$ cat config.mk
export PLATFORM = sky130hd
export DESIGN_NAME = ami_client_arbiter
export DESIGN_NICKNAME = d
export VERILOG_FILES = /design/src/rtl/ami_client_arbiter.sv
export SDC_FILE = /design/constraint.sdc
export NUM_CORES = 1
export LEC_CHECK = 0
export CORE_AREA = 2 2 254 256
export DETAILED_ROUTE_END_ITERATION = 10
export DIE_AREA = 0 0 256 258
export GPL_ROUTABILITY_DRIVEN = 0
export PLACE_DENSITY_LB_ADDON = 0.15
export SLEW_MARGIN = 10
export SYNTH_ARGS = -nofsm -noshare
export SYNTH_HDL_FRONTEND = slang
export SYNTH_SLANG_ARGS = --single-unit
export TNS_END_PERCENT = 100
$ cat constraint.sdc
create_clock -name clk -period 3.2 [get_ports clk]
set_input_delay 0.48 -clock clk [delete_from_list [all_inputs] [get_ports clk]]
set_output_delay 0.48 -clock clk [all_outputs]
set_load 0.005 [all_outputs]
$ cat src/rtl/ami_client_arbiter.sv
// ---------------------------------------------------------------------------
// ami_client_arbiter
//
// Shares one AMI memory interface between NUM_CLIENTS application clients.
// Reads and writes are arbitrated independently (round-robin or fixed
// priority) into two registered memory request ports. Read responses come
// back in request order; a tag FIFO remembers which client issued each
// outstanding read so the response can be steered back combinationally.
// Write-port responses are accepted and discarded.
//
// Handshake: a request/response word carries its own valid bit in the MSB.
// A transfer happens in any cycle where valid=1 and the matching grant=1;
// the producer holds the word stable while valid=1 and grant=0.
//
// Ports
//   clk               : clock, rising edge
//   reset             : asynchronous, active-low reset
//   client_req        : packed client requests, client i in slice i
//   client_req_grant  : per-client request accept (combinational)
//   client_resp       : packed client responses, client i in slice i
//   client_resp_grant : per-client response accept
//   mem_req0/_grant   : registered read request port
//   mem_req1/_grant   : registered write request port
//   mem_resp0/_grant  : in-order read responses
//   mem_resp1/_grant  : write-port responses (always accepted, dropped)
//   outstanding       : tag FIFO occupancy (reads in flight)
//   err_orphan        : sticky, a read response arrived with no tag
//
// AMI word layouts
//   request  : {valid, isWrite, addr[31:0], data[31:0], size[3:0]}
//   response : {valid, data[31:0], size[3:0]}
// ---------------------------------------------------------------------------
`ifndef AMI_REQUEST_BUS_WIDTH
`define AMI_REQUEST_BUS_WIDTH 70
`endif
`ifndef AMI_RESPONSE_BUS_WIDTH
`define AMI_RESPONSE_BUS_WIDTH 37
`endif

module ami_client_arbiter #(
    parameter int NUM_CLIENTS = 4,
    parameter int TAG_DEPTH   = 8,
    parameter int ARB_MODE    = 0
) (
    input  logic                                            clk,
    input  logic                                            reset,
    input  logic [NUM_CLIENTS*`AMI_REQUEST_BUS_WIDTH-1:0]   client_req,
    output logic [NUM_CLIENTS-1:0]                          client_req_grant,
    output logic [NUM_CLIENTS*`AMI_RESPONSE_BUS_WIDTH-1:0]  client_resp,
    input  logic [NUM_CLIENTS-1:0]                          client_resp_grant,
    output logic [`AMI_REQUEST_BUS_WIDTH-1:0]               mem_req0,
    input  logic                                            mem_req0_grant,
    output logic [`AMI_REQUEST_BUS_WIDTH-1:0]               mem_req1,
    input  logic                                            mem_req1_grant,
    input  logic [`AMI_RESPONSE_BUS_WIDTH-1:0]              mem_resp0,
    output logic                                            mem_resp0_grant,
    input  logic [`AMI_RESPONSE_BUS_WIDTH-1:0]              mem_resp1,
    output logic                                            mem_resp1_grant,
    output logic [$clog2(TAG_DEPTH):0]                      outstanding,
    output logic                                            err_orphan
);
    localparam int RQW  = `AMI_REQUEST_BUS_WIDTH;
    localparam int RSW  = `AMI_RESPONSE_BUS_WIDTH;
    localparam int IDXW = $clog2(NUM_CLIENTS);
    localparam int PW   = $clog2(TAG_DEPTH);
    localparam int CW   = PW + 1;

    // Returns {found, index} of the first candidate at or after start,
    // scanning upward with wrap. Scanning offsets from high to low lets the
    // lowest offset overwrite the result last, so it wins.
    function automatic logic [IDXW:0] f_pick(input logic [NUM_CLIENTS-1:0] cand,
                                             input logic [IDXW-1:0]        start);
        logic [IDXW:0] result;
        int            idx;
        result = '0;
        for (int off = NUM_CLIENTS - 1; off >= 0; off--) begin
            idx = (int'(start) + off) % NUM_CLIENTS;
            if (cand[IDXW'(idx)]) result = {1'b1, IDXW'(idx)};
        end
        return result;
    endfunction

    function automatic logic [IDXW-1:0] f_next(input logic [IDXW-1:0] idx);
        return (idx == IDXW'(NUM_CLIENTS - 1)) ? '0 : idx + 1'b1;
    endfunction

    logic [RQW-1:0]         w_req_arr [NUM_CLIENTS];
    logic [NUM_CLIENTS-1:0] w_rd_cand;
    logic [NUM_CLIENTS-1:0] w_wr_cand;

    logic [IDXW-1:0]        r_rd_ptr;
    logic [IDXW-1:0]        r_wr_ptr;
    logic [RQW-1:0]         r_mem_req0;
    logic [RQW-1:0]         r_mem_req1;
    logic [IDXW-1:0]        r_tag [TAG_DEPTH];
    logic [PW-1:0]          r_wr_tag;
    logic [PW-1:0]          r_rd_tag;
    logic [CW-1:0]          r_count;
    logic                   r_err;

    logic [IDXW:0]          w_rd_pick;
    logic [IDXW:0]          w_wr_pick;
    logic [IDXW-1:0]        w_rd_idx;
    logic [IDXW-1:0]        w_wr_idx;
    logic                   w_rd_load;
    logic                   w_wr_load;
    logic                   w_rd_gnt;
    logic                   w_wr_gnt;
    logic                   w_empty;
    logic [IDXW-1:0]        w_head;
    logic                   w_r0_valid;
    logic                   w_fwd;
    logic                   w_pop;
    logic                   w_unused_resp1;

    genvar g;
    generate
        for (g = 0; g < NUM_CLIENTS; g++) begin : g_client
            assign w_req_arr[g] = client_req[g*RQW +: RQW];
            assign w_rd_cand[g] = client_req[g*RQW + RQW - 1] & ~client_req[g*RQW + RQW - 2];
            assign w_wr_cand[g] = client_req[g*RQW + RQW - 1] &  client_req[g*RQW + RQW - 2];
            assign client_req_grant[g] = (w_rd_gnt && (w_rd_idx == IDXW'(g))) ||
                                         (w_wr_gnt && (w_wr_idx == IDXW'(g)));
            assign client_resp[g*RSW +: RSW] = (w_fwd && (w_head == IDXW'(g))) ? mem_resp0 : '0;
        end
    endgenerate

    // Fixed-priority mode simply always searches from client 0.
    assign w_rd_pick = f_pick(w_rd_cand, (ARB_MODE == 1) ? '0 : r_rd_ptr);
    assign w_wr_pick = f_pick(w_wr_cand, (ARB_MODE == 1) ? '0 : r_wr_ptr);
    assign w_rd_idx  = w_rd_pick[IDXW-1:0];
    assign w_wr_idx  = w_wr_pick[IDXW-1:0];

    // An output register accepts new contents when empty or being drained.
    assign w_rd_load = ~r_mem_req0[RQW-1] | mem_req0_grant;
    assign w_wr_load = ~r_mem_req1[RQW-1] | mem_req1_grant;

    // Occupancy is compared before any same-cycle pop: a slot freed by a
    // returning response is only reusable next cycle.
    assign w_rd_gnt = reset & w_rd_load & w_rd_pick[IDXW] & (r_count < CW'(TAG_DEPTH));
    assign w_wr_gnt = reset & w_wr_load & w_wr_pick[IDXW];

    assign w_empty    = (r_count == '0);
    assign w_head     = r_tag[r_rd_tag];
    assign w_r0_valid = mem_resp0[RSW-1];
    assign w_fwd      = reset & w_r0_valid & ~w_empty;
    assign w_pop      = w_r0_valid & ~w_empty & client_resp_grant[w_head];

    // With no tag to route to, the response is accepted and dropped.
    assign mem_resp0_grant = w_empty ? w_r0_valid : client_resp_grant[w_head];
    assign mem_resp1_grant = 1'b1;
    assign w_unused_resp1  = ^mem_resp1;

    assign mem_req0    = r_mem_req0;
    assign mem_req1    = r_mem_req1;
    assign outstanding = r_count;
    assign err_orphan  = r_err;

    always_ff @(posedge clk or negedge reset) begin
        if (!reset) begin
            r_mem_req0 <= '0;
            r_mem_req1 <= '0;
            r_rd_ptr   <= '0;
            r_wr_ptr   <= '0;
        end else begin
            if (w_rd_load) r_mem_req0 <= w_rd_gnt ? w_req_arr[w_rd_idx] : '0;
            if (w_wr_load) r_mem_req1 <= w_wr_gnt ? w_req_arr[w_wr_idx] : '0;
            if (w_rd_gnt && ARB_MODE == 0) r_rd_ptr <= f_next(w_rd_idx);
            if (w_wr_gnt && ARB_MODE == 0) r_wr_ptr <= f_next(w_wr_idx);
        end
    end

    // Tag storage needs no reset: entries are only read behind r_count.
    always_ff @(posedge clk) begin
        if (w_rd_gnt) r_tag[r_wr_tag] <= w_rd_idx;
    end

    // Pointers are PW bits wide over a power-of-two depth, so they wrap
    // modulo TAG_DEPTH on their own.
    always_ff @(posedge clk or negedge reset) begin
        if (!reset) begin
            r_wr_tag <= '0;
            r_rd_tag <= '0;
            r_count  <= '0;
            r_err    <= 1'b0;
        end else begin
            if (w_rd_gnt) r_wr_tag <= r_wr_tag + 1'b1;
            if (w_pop)    r_rd_tag <= r_rd_tag + 1'b1;
            if (w_rd_gnt && !w_pop)      r_count <= r_count + 1'b1;
            else if (!w_rd_gnt && w_pop) r_count <= r_count - 1'b1;
            if (w_r0_valid && w_empty) r_err <= 1'b1;
        end
    end

endmodule

---- Word level (Yosys, flattened, before mapping) ----
Memory sizes are Yosys's and may differ from the RTL's.
Index checks and enable logic that the tools add are counted.
word-level totals
  bits in registers ....................... 155
  latch bits .............................. 0
  bits in writable memories ............... 16
  ROM bits ................................ 0
  bits of input ports ..................... 362
  output and inout port bits .............. 299
  logic and storage cells ................. 149
  memories kept ........................... 1
memories
  name   depth  bits a word  read ports  clocked after memory_dff  wr ports  line  RTL
  r_tag  8      2            1           0                         1         95    logic [IDXW-1:0] r_tag [TAG_DEPTH];
cells by class
  $add $sub $neg .......................... 12
  $mul .................................... 0
  divide/modulo/power cells ............... 0
  $lt $le $gt $ge ......................... 12
  equality and inequality tests ........... 9
  shift operators ......................... 0
  mux-type cells .......................... 53
  bitwise operators ....................... 28
  reductions and logical operators ........ 26
operator list
  cell                                                        number
  2-to-1 mux 70 bit                                           6
  binary-select mux 70 bit (select 2 bit)                     2
  2-to-1 mux 37 bit                                           4
  less-than comparator 2 x 4 -> 1 bit, second input constant  8
  2-to-1 mux 3 bit                                            8
  2-to-1 mux 1 bit                                            20
  binary-select mux 1 bit (select 2 bit)                      9
  bitwise AND 1 bit                                           17
  logical AND 1 bit                                           15
  equality test 2 bit, second input constant                  6
  adder 2 x 1 -> 2 bit, second input constant                 4
  adder 2 bit, second input constant                          4
  2-to-1 mux 4 bit                                            2
  NOT 1 bit                                                   7
  adder 3 x 1 -> 3 bit, second input constant                 2
  equality test 2 x 1 -> 1 bit, second input constant         3
  >= comparator 3 bit, second input constant                  2
  logical NOT 2 bit                                           3
  NOT 2 -> 3 bit                                              2
  adder 4 x 1 -> 4 bit, second input constant                 1
  logical NOT 4 bit                                           1
  logical OR 1 bit                                            4
  less-than comparator 4 bit, second input constant           1
  2-to-1 mux 2 bit                                            2
  5 further kinds                                             7

---- Depth between registers and ports, before layout ----
  depth in word-level cells ............... 15
  depth in mapped cells ................... 14
  mapped depth without buffers ............ 13

---- Worst setup path after synthesis ----
No wires, ideal clock.
  kind .................................... register -> register
  from .................................... register r_rd_tag[0]
  to ...................................... register r_count[3] (netlist: outstanding[3])
  library setup time ...................... 0.125 ns
  arrival time ............................ 2.772 ns
  required time ........................... 3.075 ns
  slack ................................... 0.303 ns
  cell stages (with the launch flop) ...... 15
  path buffers ............................ 1
  period minus slack after synthesis ...... 2.897 ns
  cells stage by stage .................... dfrtp_1 > buf_2 > mux4_2 > mux2_2 > nand2_1 > a21oi_1 > nor2_2 > ha_1 > inv_1 > ha_1 > a21o_1 > a21oi_1 > xnor2_1 > nor2_1 > xor2_1
between the ends
  cells in the longest elaborated chain, start to end .. 7
  elaborated cells on any way between the ends .. 9
  those cells by class .................... 3 x mux; 1 x bitwise; 4 x reduce/logical; 1 x memory
ends and longest elaborated chain
  item                                                    line  RTL
  from (decl)                                             97    logic [PW-1:0] r_rd_tag;
  from (signal assigned)                                  188   if (w_pop) r_rd_tag <= r_rd_tag + 1'b1;
  memory (8 x 2 bit) *                                    n/a
  binary-select mux 1 bit (select 2 bit) *                147   assign w_pop = w_r0_valid & ~w_empty & client_resp_grant[w_head];
  2-to-1 mux 1 bit (not written as such) *                147
  bitwise AND 1 bit *                                     147
  logical NOT 1 bit                                       189   if (w_rd_gnt && !w_pop) r_count <= r_count + 1'b1;
  logical AND 1 bit                                       189
  2-to-1 mux 4 bit or nonzero test 2 bit (tied branches)  n/a
  to (signal assigned)                                    189
  to (signal assigned)                                    190   else if (!w_rd_gnt && w_pop) r_count <= r_count - 1'b1;
  to (decl)                                               98    logic [CW-1:0] r_count;
Every way passes the cells marked *; elsewhere a longest branch is shown, timed or not. The select of a mux whose other input is x is not followed.
A chain may end at the register's enable or synchronous reset.

---- Worst setup path in the final report ----
  from .................................... register r_rd_tag[0]
  to ...................................... output port client_resp[17]
between the ends
  cells in the longest elaborated chain, start to end .. 4
ends and longest elaborated chain
  item                line  RTL
  memory (8 x 2 bit)  n/a
  logical NOT 2 bit   124   assign client_resp[g*RSW +: RSW] = (w_fwd && (w_head == IDXW'(g))) ? mem_resp0 : '0;
  logical AND 1 bit   124
  2-to-1 mux 37 bit   124
  to (decl)           49    output logic [NUM_CLIENTS*`AMI_RESPONSE_BUS_WIDTH-1:0] client_resp,
No other way between the ends.

==> results.toml <==
[yosys]
synth-seq-cells = 171
yosysSeqAreaShare_pct = 39.5
yosysUniqueCellTypes = 49
synth_top_area_share_pct = 35.2
synth_flop_cell = "dfrtp_1"
synthTopCellsByCount = "dfrtp_1, and2_1, a22o_1, mux4_2, clkbuf_1"
async_reset_ff_share_pct = 90.6
netlist_instances = 805
yosys_warnings = 0
synth_area_leaders = "dfrtp_1, mux4_2, a22o_1, and2_1, edfxtp_1"
synth-edff-count = 16
yosysTopAreaCell = "dfrtp_1"
yosysMostFrequentCell = "dfrtp_1"
syn_nets = 1181
netlist_area_um2 = 11000
syn-mean-instance-area_um2 = 13.7

[outcome]
violations = "negative setup slack"
status = "finished with violations"

[clock_network]
cts_tree = "yes"
cts-root-buf = "clkbuf_16"
cts_made_buffers = 17
clockBufferDepth = 2
cts-htree-levels = 4
clkLatencyLatePin_ps = 480
clock_sinks = 171
path_clk_slew_ps = 70
ctsHoldBuffers = 0

[power]
sw_frac_of_total_pct = 34.7
seqPwrFrac_pct = 29.4
internal_power_mw = 6.57
switching_power_mw = 3.49
comb_power_share_pct = 50.4
p_clk_share_pct = 20.2
total_power_mw = 10.1
irDropWorstVdd_v = 0.000426
p_per_area_nw_per_um2 = 520
leakage_nw = 8.34

[detailed_routing]
drt_iter0_drc = 401
dr.pass1.iters = 4
ant_nets = 0
via_per_inst = 4.30
drc = 0
num_vias = 9988
wire_per_inst_um = 22.7
drt-total-wl_um = 52800

[global_routing]
grt_overflow = 0
grt_pass1_vias = 10700
grt_start_max_net_pins = 73
grt_usage_pct = 15.8
grt_pass1_wl_um = 76000
antenna_found_initial = 15

[timing]
final-hold-violation-count = 0
finalCritPeriodShare_pct = 103
layout_setup_ws_ps = -97.6
finClkSkew_ps = 15.7
rsz0062_at_grt = "true"
finalCriticalPeriod_ps = 3300
worst_pin_slew_ps = 1040
setup_viol = 53
drv_slew = 0
relSlewSlack_pct = 30.7
fmax_ghz = 0.303

[place]
dp_worst_setup_slack_ps = -92.3
hpwl_um = 39700
io_buffers = 622
place_inst = 2262

[die]
coreArea_um2 = 63600
rows = 93
chipHeight_um = 258
initial_utilization_pct = 17.3
die_w_um = 256
dieArea_um2 = 66000
io-pin-count = 661

[setup_path]
worstPathArrival_ps = 2820
crit_required_ps = 2720
rr_worst_depth = 14
path_class = "flop to output pin"
startpoint_type = "flop"
worstPathMaxFanout = 37
cp-end-kind = "output pin"

[cells_and_area]
fin_cells = 2325
fill_cells = 6452
layout.nets = 1825
area_delta_synth_final_pct = 75.6
drive_gt1_share_pct = 20.5

[worst_hold_path]
hp-class = "primary input to async pin"

[job]
max_cap_violations = 0
-- metrics by stage --
| step | TNS [ps] | util [%] | cell area (um2) | hold slack [ps] |
|---|---|---|---|---|
| 2_1_floorplan | 0 | - | 11000 | 184 |
| 3_3_place_gp | -332 | 29.0 | 18400 | 465 |
| 3_5_place_dp | -1060 | 29.0 | 18400 | 470 |
| 4_1_cts | -15100 | 30.0 | 19100 | 41.9 |
| 5_1_grt | -15330 | 30.4 | 19300 | 61.4 |
| 6_report | -2780 | 30.4 | 19400 | 58.9 |
-- per-layer routing --
layer	part of all wire [%]	up-vias	track usage, %	wire length (um)
li1	-	4467	-	-
met1	38	4989	17.5	20100
met2	50	453	27.3	26300
met4	2.3	18	4.58	1240
met5	0.21	-	0	112
met3	9.6	61	7.06	5070
-- cell type report --
cell class / instances / area, um2 / area share, %
repair buffers: 705 / 7040 / 36.4
multi-input cells: 547 / 6300 / 32.5
well taps: 855 / 1070 / 5.53
diodes: 8 / 20.0 / 0.103
clock buffers: 20 / 447 / 2.31
inverters: 7 / 26.3 / 0.136
clock inverters: 12 / 90.1 / 0.465
flip-flops and latches: 171 / 4360 / 22.5
-- cells by family (layout without fill, tap and decap cells) --
family	count (synthesis)	in the layout	share of synthesized area, %
buffers and inverters	87	744	4.66
XOR/XNOR	8	8	0.636
adder cells (fa/ha/maj)	14	14	1.66
multiplexers	148	148	29.2
AO/OA/AOI/OAI	169	169	12.9
other	1	9	0.0340
flip-flops	171	171	39.5
AND/OR/NAND/NOR	207	207	11.4
-- registers in the layout (all words and copies together), names as in the netlist --
name / flops
mem_req0: 70
mem_req1: 70
r_tag: 16
outstanding: 4
r_rd_tag: 3
r_wr_tag: 3
r_rd_ptr: 2
r_wr_ptr: 2
err_orphan: 1
-- power by group through the flow --
stage,Sequential (mW),Combinational (mW),Clock (mW)
detailed placement,2.97,4.97,0
global route,3.03,5.48,2.23
global placement,2.98,4.98,0
finish,2.96,5.08,2.03
floorplan,2.90,2.43,0
CTS,2.96,5.09,2.14
-- path summary, 6_finish.rpt --
path,start,endpoint,slack (ps)
min in group clk,mem_req1[68],mem_req1[68],490
setup reg to reg,r_rd_tag[0],outstanding[3],190
hold / removal,reset,mem_req1[66],60
setup / recovery,r_rd_tag[0],client_resp[17],-100
max in group asynchronous,reset,mem_req0[22],1660
hold reg to reg,mem_req1[68],mem_req1[68],490
-- worst max-delay path, cell delays in order, from the launching register on --
cell	delay, ps
dfrtp_2	430
mux4_2	540
mux2_4	320
nor2_2	160
buf_12	200
and2_1	160
clkdlybuf4s50_1	510
-- placed cells by master, fill, tap and decap left out, types with 3 or more instances in the layout --
cell type / n
diode_2: 8
nand3_1: 5
dlygate4sd2_1: 27
mux4_2: 138
a21oi_1: 4
clkdlybuf4s15_1: 5
nor2b_1: 5
ha_1: 11
dlymetal6s2s_1: 41
clkdlybuf4s50_1: 540
dfrtp_1: 152
a22o_1: 142
o21ai_0: 6
nor2_2: 4
nor3b_1: 3
inv_1: 7
and2_1: 141
nor2b_4: 3
dfrtp_2: 3
buf_4: 66
clkbuf_2: 8
clkinv_4: 5
xor2_1: 3
mux2_2: 4
mux2i_1: 3
clkbuf_16: 18
buf_12: 8
xnor2_1: 5
and2_4: 5
nand2_1: 15
clkinv_2: 3
edfxtp_1: 16
nor2_1: 9
buf_6: 8
-- what timing repair did --
item | CTS | global route
pin swaps | 3 | 11
setup endpoints to repair | 152 | 132
buffers inserted | 8 | 12
gates resized for setup | 61 | 75
gates cloned | 3 | 1
Power figures use the tool's default switching activity.
